File: config.mk
export PLATFORM = sky130hd
export DESIGN_NAME = dpram_port_arbiter
export DESIGN_NICKNAME = d
export VERILOG_FILES = /design/src/rtl/dpram_port_arbiter.sv
export SDC_FILE = /design/constraint.sdc
export NUM_CORES = 1
export LEC_CHECK = 0
export BUFFER_PORTS_ARGS = -buffer_cell sky130_fd_sc_hd__buf_2
export CORE_MARGIN = 1.5
export CORE_UTILIZATION = 30
export DETAILED_ROUTE_END_ITERATION = 8
export GPL_TIMING_DRIVEN = 1
export PLACE_DENSITY_LB_ADDON = 0.05
export SETUP_SLACK_MARGIN = 0.02
export SYNTH_ARGS = -nofsm -noshare
export SYNTH_HDL_FRONTEND = slang
export SYNTH_SLANG_ARGS = --single-unit
File: constraint.sdc
create_clock -name clk -period 2.4 [get_ports clk]
set_input_delay 0.24 -clock clk [delete_from_list [all_inputs] [get_ports clk]]
set_output_delay 0.24 -clock clk [all_outputs]
set_load 0.01 [all_outputs]
File: src/rtl/dpram_port_arbiter.sv
// dpram_port_arbiter: round-robin sharing of one dualportmem port among NREQ requesters.
// Define DPRAM_ARB_LOCK_EN to honour req_lock (LOCKED state for atomic sequences/bursts).
module dpram_port_arbiter #(
  parameter int unsigned NREQ   = 4,
  parameter int unsigned ADDR_W = 11,
  parameter int unsigned DATA_W = 8
) (
  input  logic                   clk,
  input  logic                   reset,
  input  logic [NREQ-1:0]        req_valid,
  output logic [NREQ-1:0]        req_ready,
  input  logic [NREQ-1:0]        req_we,
  input  logic [NREQ*ADDR_W-1:0] req_addr,
  input  logic [NREQ*DATA_W-1:0] req_wdata,
  input  logic [NREQ-1:0]        req_lock,
  output logic [NREQ-1:0]        rsp_valid,
  output logic [DATA_W-1:0]      rsp_data,
  output logic [DATA_W-1:0]      mem_data,
  output logic [ADDR_W-1:0]      mem_address,
  output logic                   mem_wr_en,
  output logic                   mem_chipselect,
  output logic                   mem_outenable,
  input  logic [DATA_W-1:0]      mem_dataout
);

  localparam int unsigned PTR_W = (NREQ > 1) ? $clog2(NREQ) : 1;

  logic [PTR_W-1:0]  ptr;
  logic [PTR_W-1:0]  cand;
  logic [PTR_W-1:0]  grant_idx;
  logic [PTR_W-1:0]  next_ptr;
  logic              found;
  logic [NREQ-1:0]   grant;
  logic [NREQ-1:0]   tag1;
  logic [NREQ-1:0]   tag2;
  logic              sel_we;
  logic [ADDR_W-1:0] sel_addr;
  logic [DATA_W-1:0] sel_wdata;

`ifdef DPRAM_ARB_LOCK_EN
  typedef enum logic {ARB, LOCKED} state_t;
  state_t           state;
  logic [PTR_W-1:0] lock_owner;
  logic             sel_lock;

  assign sel_lock = req_lock[grant_idx];
`else
  logic unused_lock;

  assign unused_lock = ^req_lock;
`endif

  // First valid requester at or after ptr, wrapping modulo NREQ.
  always_comb begin
    found     = 1'b0;
    grant_idx = '0;
    cand      = '0;
    for (int unsigned k = 0; k < NREQ; k++) begin
      cand = PTR_W'((32'(ptr) + k) % NREQ);
      if (!found && req_valid[cand]) begin
        found     = 1'b1;
        grant_idx = cand;
      end
    end
`ifdef DPRAM_ARB_LOCK_EN
    if (state == LOCKED) begin
      grant_idx = lock_owner;
      found     = req_valid[lock_owner];
    end
`endif
    if (reset) begin
      found = 1'b0;
    end
  end

  always_comb begin
    grant = '0;
    if (found) begin
      grant[grant_idx] = 1'b1;
    end
  end

  assign req_ready = grant;
  assign sel_we    = req_we[grant_idx];
  assign sel_addr  = req_addr[grant_idx*ADDR_W +: ADDR_W];
  assign sel_wdata = req_wdata[grant_idx*DATA_W +: DATA_W];
  assign next_ptr  = (32'(grant_idx) == NREQ - 1) ? '0 : grant_idx + 1'b1;

  always_ff @(posedge clk) begin
    if (reset) begin
      ptr            <= '0;
      mem_chipselect <= 1'b0;
      mem_wr_en      <= 1'b0;
      mem_outenable  <= 1'b0;
      mem_address    <= '0;
      mem_data       <= '0;
      tag1           <= '0;
      tag2           <= '0;
`ifdef DPRAM_ARB_LOCK_EN
      state          <= ARB;
      lock_owner     <= '0;
`endif
    end else begin
      mem_chipselect <= 1'b0;
      mem_wr_en      <= 1'b0;
      mem_outenable  <= 1'b0;
      mem_address    <= '0;
      mem_data       <= '0;
      tag1           <= '0;
      tag2           <= tag1;
      if (found) begin
        ptr            <= next_ptr;
        mem_chipselect <= 1'b1;
        mem_wr_en      <= sel_we;
        mem_outenable  <= !sel_we;
        mem_address    <= sel_addr;
        mem_data       <= sel_we ? sel_wdata : '0;
        if (!sel_we) begin
          tag1 <= grant;
        end
`ifdef DPRAM_ARB_LOCK_EN
        if (state == ARB && sel_lock) begin
          state      <= LOCKED;
          lock_owner <= grant_idx;
        end else if (state == LOCKED && !sel_lock) begin
          state <= ARB;
        end
`endif
      end
    end
  end

  // Owner tags run alongside the RAM's registered read, so data and tag align.
  assign rsp_valid = tag2;
  assign rsp_data  = (|tag2) ? mem_dataout : '0;

endmodule

---- After elaboration in Yosys (flattened, before gate mapping) ----
Index checks and enable logic that the tools add are counted.
word-level totals
  register bits ........................... 32
  output and inout bits ................... 38
  word-level logic and storage cells ...... 61
operators by class
  add/sub/neg operators ................... 4
  $mul .................................... 1
  $lt $le $gt $ge ......................... 6
  equal/unequal tests ..................... 1
  shifts and indexed selects .............. 2
  mux-type cells .......................... 25
  bitwise operators ....................... 2
  reduce and logical (&&, ||, !) cells .... 12
operators by type and width
  kind                                                                                 count
  44-bit by 7-bit variable part select with 11-bit output                              1
  32-bit by 6-bit variable part select with 8-bit output                               1
  2-bit by 3-bit less-than comparator with 1-bit output, second input constant         5
  1-bit two-way mux                                                                    12
  1-bit binary-select mux with 2-bit select                                            5
  2-bit two-way mux                                                                    5
  8-bit two-way mux                                                                    1
  2-bit by 4-bit multiplier with 6-bit output, second input constant                   1
  3-bit OR reduction                                                                   2
  2-bit by 1-bit adder with 2-bit output, second input constant                        2
  2-bit adder, second input constant                                                   2
  1-bit logical AND                                                                    4
  1-bit zero test                                                                      4
  4-bit two-way mux                                                                    1
  4-bit OR reduction                                                                   1
  1-bit demux with 2-bit select                                                        1
  2-bit equality test, second input constant                                           1
  2-bit by 1-bit greater-or-equal comparator with 1-bit output, second input constant  1
  1-bit NOT                                                                            2
  2-bit OR reduction                                                                   1

---- Logic depth before layout (Yosys ltp) ----
Gate-level depths: netlist of the first run.
  depth in word-level cells ............... 17
  gate-level depth with buffers ........... 8

---- Worst setup path before layout of the first run ----
OpenSTA, ideal clock, no wires.
  path kind ............................... reg2reg
  from .................................... register ptr[1]
  to ...................................... register tag1[0]
  setup time .............................. 122 ps
  data arrival time ....................... 1,798 ps
  data required time ...................... 2,278 ps
  setup slack ............................. 480 ps
  stages on the path, launching flop included .. 9
  clock period less this slack ............ 1,920 ps
  cell sequence ........................... dfxtp_1 > mux2i_1 > nor2_1 > nor3_2 > inv_1 > clkbuf_1 > ha_1 > and2_1 > a21boi_1
on the way
  cells in the longest elaborated chain, start to end .. 17
ends and longest elaborated chain
  item                                                                                            line  source
  from (decl)                                                                                     28    logic [PTR_W-1:0] ptr;
  from (signal assigned)                                                                          112   ptr <= next_ptr;
  branches (longest 16 deep; another with 2-bit by 3-bit less-than comparator with 1-bit output)  -
  4-bit two-way mux (*)                                                                           78    if (found) begin
  named net req_ready[0]                                                                          11    output logic [NREQ-1:0] req_ready,
  to (signal assigned)                                                                            119   tag1 <= grant;
  to (decl)                                                                                       34    logic [NREQ-1:0] tag1;
Mark *: on every way through the listed nets, which the timed path passes. The select of a mux whose other input is x is not followed.
A chain may end at the register's enable or synchronous reset.

---- Final worst setup path of the first run ----
  from .................................... register ptr[1]
  to ...................................... output port req_ready[1]
on the way
  cells in the longest elaborated chain, start to end .. 17
ends and longest elaborated chain
  item                                                                                            line
  branches (longest 16 deep; another with 2-bit by 3-bit less-than comparator with 1-bit output)  -
  4-bit two-way mux (*)                                                                           78
  to (decl)                                                                                       11
Mark *: on every way between the ends. The select of a mux whose other input is x is not followed.

==> summary.md, run 1 <==
| Metric | Value |
|---|---|
| Post-CTS setup buffers | `0` |
| CP max stage delay | `roughly 400 ps` |
| CP Cell Sequence | `nand2_1, a221o_1, nand2_1, buf_4, ha_1, and2_1, buf_2` |
| Share of the synthesized area in the top cell type | `a little over a third` |
| Fin Setup TNS | `0 ps` |
| Crit path max-delay family | `flip-flops` |
| Worst path required time | `~2200 ps` |
| Worst VDD drop | `approximately 0.22 mV` |
| Power Density | `around 700 mW/mm^2` |
| Core ar. | `0.00557 mm^2` |
| Layout area overhead | `50.4%` |
| Fin crit period | `around 2100 ps` |
| Initial DRC Count | `37` |
| Final setup violation count | `0` |
| Antenna Nets Post-Route | `0` |
| Die W | `about 79 um` |
| CP most frequent cell | `nand2_1` |
| Worst Hold Depth | `3` |
| Die Area | `approximately 0.0063 mm^2` |
| Syn Area/Cell | `9.12 um^2` |
| Initial antenna violation count | `0` |
| Clock Tree Buf Depth | `2` |
| Seq/Total Area, Yosys | `36.6%` |
| Synthesis-stage register bit count | `32` |
| Clk Latency, worst-skew pair | `280 ps` |
| Total chip power | `1.85 mW` |
| Warnings, synthesis | `0` |
| Drt first pass iters | `4` |
| Crit. End Element | `output pin` |
| Drt via density | `between 4 and 5` |
| Overflow after GRT | `0` |
| Share of cells above drive strength 1 | `49.8%` |
| Final nets | `426` |
| Unrepaired setup endpoints after global routing | `no` |
| Reg2reg path depth | `5` |
| Starting density of the core | `a little under a third` |
| Root Buffer Master | `clkbuf_8` |
| # rows | `27` |
| # DRC | `0` |
| Post-synth EDFFs | `0` |
| Htree depth | `2` |
| IO Pins | `approximately 140` |
| Clock sink count | `32` |
| Crit-path slowest cell | `dfxtp_1` |
| Fillers | `around 600` |
| Max Cap Violations | `0` |
| Largest area contributor in the netlist | `dfxtp_1` |
| Post-synthesis cell area | `0.00175 mm^2` |
| Fin Clk Skew | `about 8 ps` |
| Hpwl dp | `between 3000 and 4000 um` |
| WL final | `between 5000 and 6000 um` |
| Normalized max-slew margin | `about two thirds` |
| Die H | `about 80 um` |
| Cells after Synth | `~190` |
| Worst setup SP type | `flip-flop` |
| Final period utilization | `about nine tenths` |
| Diodes inserted | `0` |
| Top_reg_cell synth | `dfxtp_1` |
| Syn Nets | `294` |
| Wire per inst | `~13 um` |
| Total GRT Usage | `between 10% and 20%` |
| Worst-path clk slew | `approximately 70 ps` |
| HP Class | `in2reg` |
| Most frequent cells in the layout | `131 x buf_2, 32 x dfxtp_1, 20 x and3_1, 20 x a211oi_1` |
| Worst slew pin tran | `approximately 470 ps` |
| Leakage power figure | `1.37 nW` |
| CTS hold repair buffers | `0` |
| Vias post-DR | `~1900` |
| Worst Path Max Fanout | `12` |
| Largest net degree at the start of global routing | `31` |
| PortBufs | `about 130` |
| Max Clk Rate | `between 0.4 and 0.5 GHz` |
| Async set or reset register ratio after synthesis | `0%` |
| Worst setup path class | `reg2out` |
| WP data arrival | `1910 ps` |
| Buf/Inv on CP | `2` |
| Vias in the first global route | `1857` |
| Cts bufs inserted | `5` |
| Stages on worst setup path | `7` |
| Ranking of synthesized cells by area | `dfxtp_1 37%, a211oi_1 8.6%, and3_1 7.1%, a221oi_2 6.9%, mux2i_1 5.7%` |
| Placer congestion estimate | `around 0.73` |
| Resized cells post-CTS | `0` |
| Hold Fails Final Rpt | `0` |
| Status | `completed` |
| Slew Viols, Final | `0` |
| Yosys cell types | `30` |
| CTS tree | `done` |
| First-pass GRT wire length | `8110 um` |
| Commonest non-fill, non-tap cell in the layout | `buf_2` |
-- registers in the layout (all words and copies together) (netlist names) --
register,flops
mem_address,11
mem_chipselect,1
mem_data,8
mem_outenable,1
mem_wr_en,1
ptr,2
rsp_valid,4
tag1,4
-- tightest hold or removal path, cell delays in order --
cell      delay (ps)
buf_2             90
nand2_1           40
a311oi_1          70
-- cells by family after synthesis --
group           synth area share (%)
simple gates                    23.3
flops                           36.6
compound gates                  26.4
buf+inv                         5.14
mux                             5.71
fa+ha+maj                       2.86
-- where the power goes --
| part | total (mW) | internal, mW | switching, mW |
|---|---|---|---|
| clock network | 0.562 | 0.366 | 0.196 |
| logic | 0.660 | 0.296 | 0.364 |
| registers | 0.629 | 0.606 | 0.0226 |
| total | 1.85 | 1.27 | 0.583 |
-- metrics by stage --
step	cells	utilization (%)	hold WS, ps	area [um^2]	worst slack [ps]
2_1_floorplan	192	-	312	1750	480
3_3_place_gp	389	45.0	422	2510	402
3_5_place_dp	389	45.0	422	2510	413
4_1_cts	397	47.3	205	2640	238
5_1_grt	397	47.3	223	2640	112
6_report	397	47.3	215	2640	254
-- metal layers --
layer,vias up,GRT usage [%],routed length (um)
li1,987,-,-
met1,843,18.0,2220
met2,71,29.8,2360
met3,5,5.26,431
met4,0,5.96,46
met5,-,0,0
-- cell type report --
cell class,count,area [um^2],share of cell area [%]
Tap cell,72,90.1,3.42
Clock inverter,1,30.0,1.14
Sequential cell,32,641,24.3
Timing Repair Buffer,142,738,28.0
Multi-Input combinational cell,139,1020,38.9
Clock buffer,7,96.3,3.66
Inverter,4,15.0,0.570
-- synthesized netlist by cell type (2+ instances only) --
library cell and instances:
inv_1 4, clkbuf_1 12, nor2b_1 14, mux2i_1 10, a211oi_1 20, a221oi_2 8
nand3_1 13, nor4_1 2, buf_2 3, nor2_1 3, a21boi_1 4, nand2_1 14
dfxtp_1 32, a311oi_1 11, ha_1 4, and2_1 4, a21oi_1 2, and3_1 20
-- worst paths after layout --
check                   start        endpoint  slack, ps
setup / recovery       ptr[1]    req_ready[1]        250
hold / removal    req_addr[3]  mem_address[3]        220
setup reg to reg       ptr[1]     mem_data[4]        420
hold reg to reg       tag1[3]    rsp_valid[3]        440
Power figures use the tool's default switching activity.
==> inputs of run 2 (changes only) <==
==> constraint.sdc (replaced) <==
create_clock -name clk -period 2.3 [get_ports clk]
set_input_delay 0.23 -clock clk [delete_from_list [all_inputs] [get_ports clk]]
set_output_delay 0.23 -clock clk [all_outputs]
set_load 0.01 [all_outputs]
==> run 2 against run 1 <==
Against the previous run: global-route usage down 0.064 points; wire length up 2.4%; worst hold slack worse by 24 ps; clock power down 3.7%; register-to-register slack worse by 100 ps; count of clock-buffer cells in the layout down 2; cell count up 0.25%; sequential power up 4.1%; clock skew down 3.2 ps; combinational power up 5.8%; total power up 2.4%; critical endpoint is now req_ready[2]; highest routed layer unchanged.
==> summary.md, run 2 (synthesis results as in run 1) <==
| Metric | Value |
|---|---|
| Die Area | `0.00631 mm^2 (unchanged)` |
| Max Clk Rate | `0.472 GHz` |
| Placed instance count | `390 (+0.26%)` |
| Total chip power | `1.89 mW (+2.4%)` |
| CTS hold repair buffers | `0 (unchanged)` |
| Reg2reg path depth | `5 (unchanged)` |
| Worst setup SP type | `flip-flop` |
| Largest regs | `mem_address (11), mem_data (8)` |
| Initial antenna violation count | `0 (unchanged)` |
| WL final | `5170 um (+2.4%)` |
| WP data arrival | `1890 ps (-20 ps)` |
| Final nets | `427 (+0.23%)` |
| Crit. End Element | `output pin` |
| Clock sink count | `32 (unchanged)` |
| IO Pins | `136 (unchanged)` |
| Worst hold slack | `191 ps (-24.1 ps)` |
| Largest net degree at the start of global routing | `31 (unchanged)` |
| Drt via density | `4.90 (+2.1%)` |
| Htree depth | `2 (unchanged)` |
| Hpwl dp | `3930 um (+1.5%)` |
| Slew Viols, Final | `0 (unchanged)` |
| Commonest non-fill, non-tap cell in the layout | `buf_2` |
| Reg2reg end | `mem_data[2]` |
| Overflow after GRT | `0 (unchanged)` |
| Post-CTS setup buffers | `0 (unchanged)` |
| Worst slew pin tran | `466 ps (-6.99 ps)` |
| Final setup violation count | `0 (unchanged)` |
| Share of cells above drive strength 1 | `50.0% (+0.15 points)` |
| Starting density of the core | `31.4% (unchanged)` |
| Fin util | `47.1% (-0.13 points)` |
| CTS tree | `done` |
| Initial DRC Count | `39 (+5.4%)` |
| Hold Fails Final Rpt | `0 (unchanged)` |
| Reg with most FFs | `mem_address` |
| Cts bufs inserted | `5 (unchanged)` |
| Most frequent cells in the layout | `131 x buf_2, 32 x dfxtp_1, 20 x and3_1, 20 x a211oi_1` |
| First-pass GRT wire length | `7960 um (-1.9%)` |
| Resized cells post-CTS | `0 (unchanged)` |
| Root Buffer Master | `clkbuf_8` |
| Normalized max-slew margin | `69.0% (+0.47 points)` |
| Total GRT Usage | `16.5% (-0.064 points)` |
| Vias post-DR | `1950 (+2.3%)` |
| Final period utilization | `between 90% and 100%` |
| Power Density | `721 mW/mm^2 (+2.7%)` |
| Vias in the first global route | `1783 (-4.0%)` |
| HP Class | `in2reg` |
| Clk Latency, worst-skew pair | `290 ps (about the same)` |
| Crit. Startpoint | `ptr[1]` |
| Layout area overhead | `50.0%` |
| Max Cap Violations | `0 (unchanged)` |
| Fin crit period | `approximately 2100 ps` |
| Fin Clk Skew | `4.65 ps (-3.22 ps)` |
| Worst VDD drop | `0.330 mV (+52%)` |
| Status | `completed` |
| Crit path capture | `req_ready[2]` |
| Die W | `79.4 um (unchanged)` |
| Number of flip-flops under the largest register name | `11 (unchanged)` |
| Antenna Nets Post-Route | `0 (unchanged)` |
| Die H | `79.4 um (unchanged)` |
| FF-to-FF Start | `ptr[1]` |
| Clock Tree Buf Depth | `2 (unchanged)` |
| Core ar. | `0.00557 mm^2 (unchanged)` |
| Worst path required time | `2070 ps (-90 ps)` |
| Diodes inserted | `0 (unchanged)` |
| # DRC | `0 (unchanged)` |
| # rows | `27 (unchanged)` |
| Worst setup path class | `reg2out` |
| Drt first pass iters | `4 (unchanged)` |
| Worst-path clk slew | `70 ps (about the same)` |
| Fillers | `558 (-4.8%)` |
| PortBufs | `131 (unchanged)` |
| Leakage power figure | `1.37 nW (-0.43%)` |
| Worst Path Max Fanout | `5 (-7)` |
| R2R setup slack | `320 ps (-100 ps)` |
| Wire per inst | `13.0 um (+2.1%)` |
| Placer congestion estimate | `0.761 (+4.7%)` |
| Post-Layout Cell Count | `398 (+0.25%)` |
| Unrepaired setup endpoints after global routing | `no` |
| Fin Setup TNS | `0 ps (unchanged)` |
==> run 2: cell type report <==
type | instances | area [um^2] | share of cell area (%)
multi-input cells | 139 | 1020 | 39.0
inverters | 4 | 15.0 | 0.571
well taps | 72 | 90.1 | 3.43
flip-flops and latches | 32 | 641 | 24.4
clock buffers | 5 | 68.8 | 2.62
repair buffers | 143 | 746 | 28.4
clock inverters | 3 | 42.5 | 1.62
==> run 2: power by group <==
part           switching (mW)  internal, mW  leakage, nW
combinational           0.388         0.311         1.05
clock                   0.221         0.320       0.0541
sequential             0.0230         0.632        0.264
total                   0.631          1.26         1.37
==> run 2: metal layers <==
layer	part of all wire [%]	vias to the layer above	global-route usage [%]
met5	0	-	0
met4	2.2	0	7.54
met3	8.6	11	5.71
met2	46	90	27.2
met1	44	861	19.1
li1	-	988	-
==> run 2: worst min path at each step <==
stage                            from        endpoint  depth (start not counted)
after detailed placement      tag1[2]    rsp_valid[2]                          1
after floorplan                 reset    rsp_valid[0]                          1
after global placement        tag1[0]    rsp_valid[0]                          1
after global routing      req_addr[9]  mem_address[9]                          3
after CTS                       reset    rsp_valid[2]                          2
final                           reset    rsp_valid[2]                          2
==> run 2: through the flow <==
| stage | setup WS, ps | instance area, um^2 |
|---|---|---|
| 2_1_floorplan | 380 | 1750 |
| 3_3_place_gp | 350 | 2520 |
| 3_5_place_dp | 348 | 2520 |
| 4_1_cts | 185 | 2630 |
| 5_1_grt | 27.9 | 2630 |
| 6_report | 183 | 2630 |
==> run 2: critical path: stages, from the launching register on <==
cell     delay (ps)
dfxtp_1         410
nand2_1          90
a221o_1         370
nand2_1         170
inv_1            90
ha_1            170
and2_1          150
buf_2           140
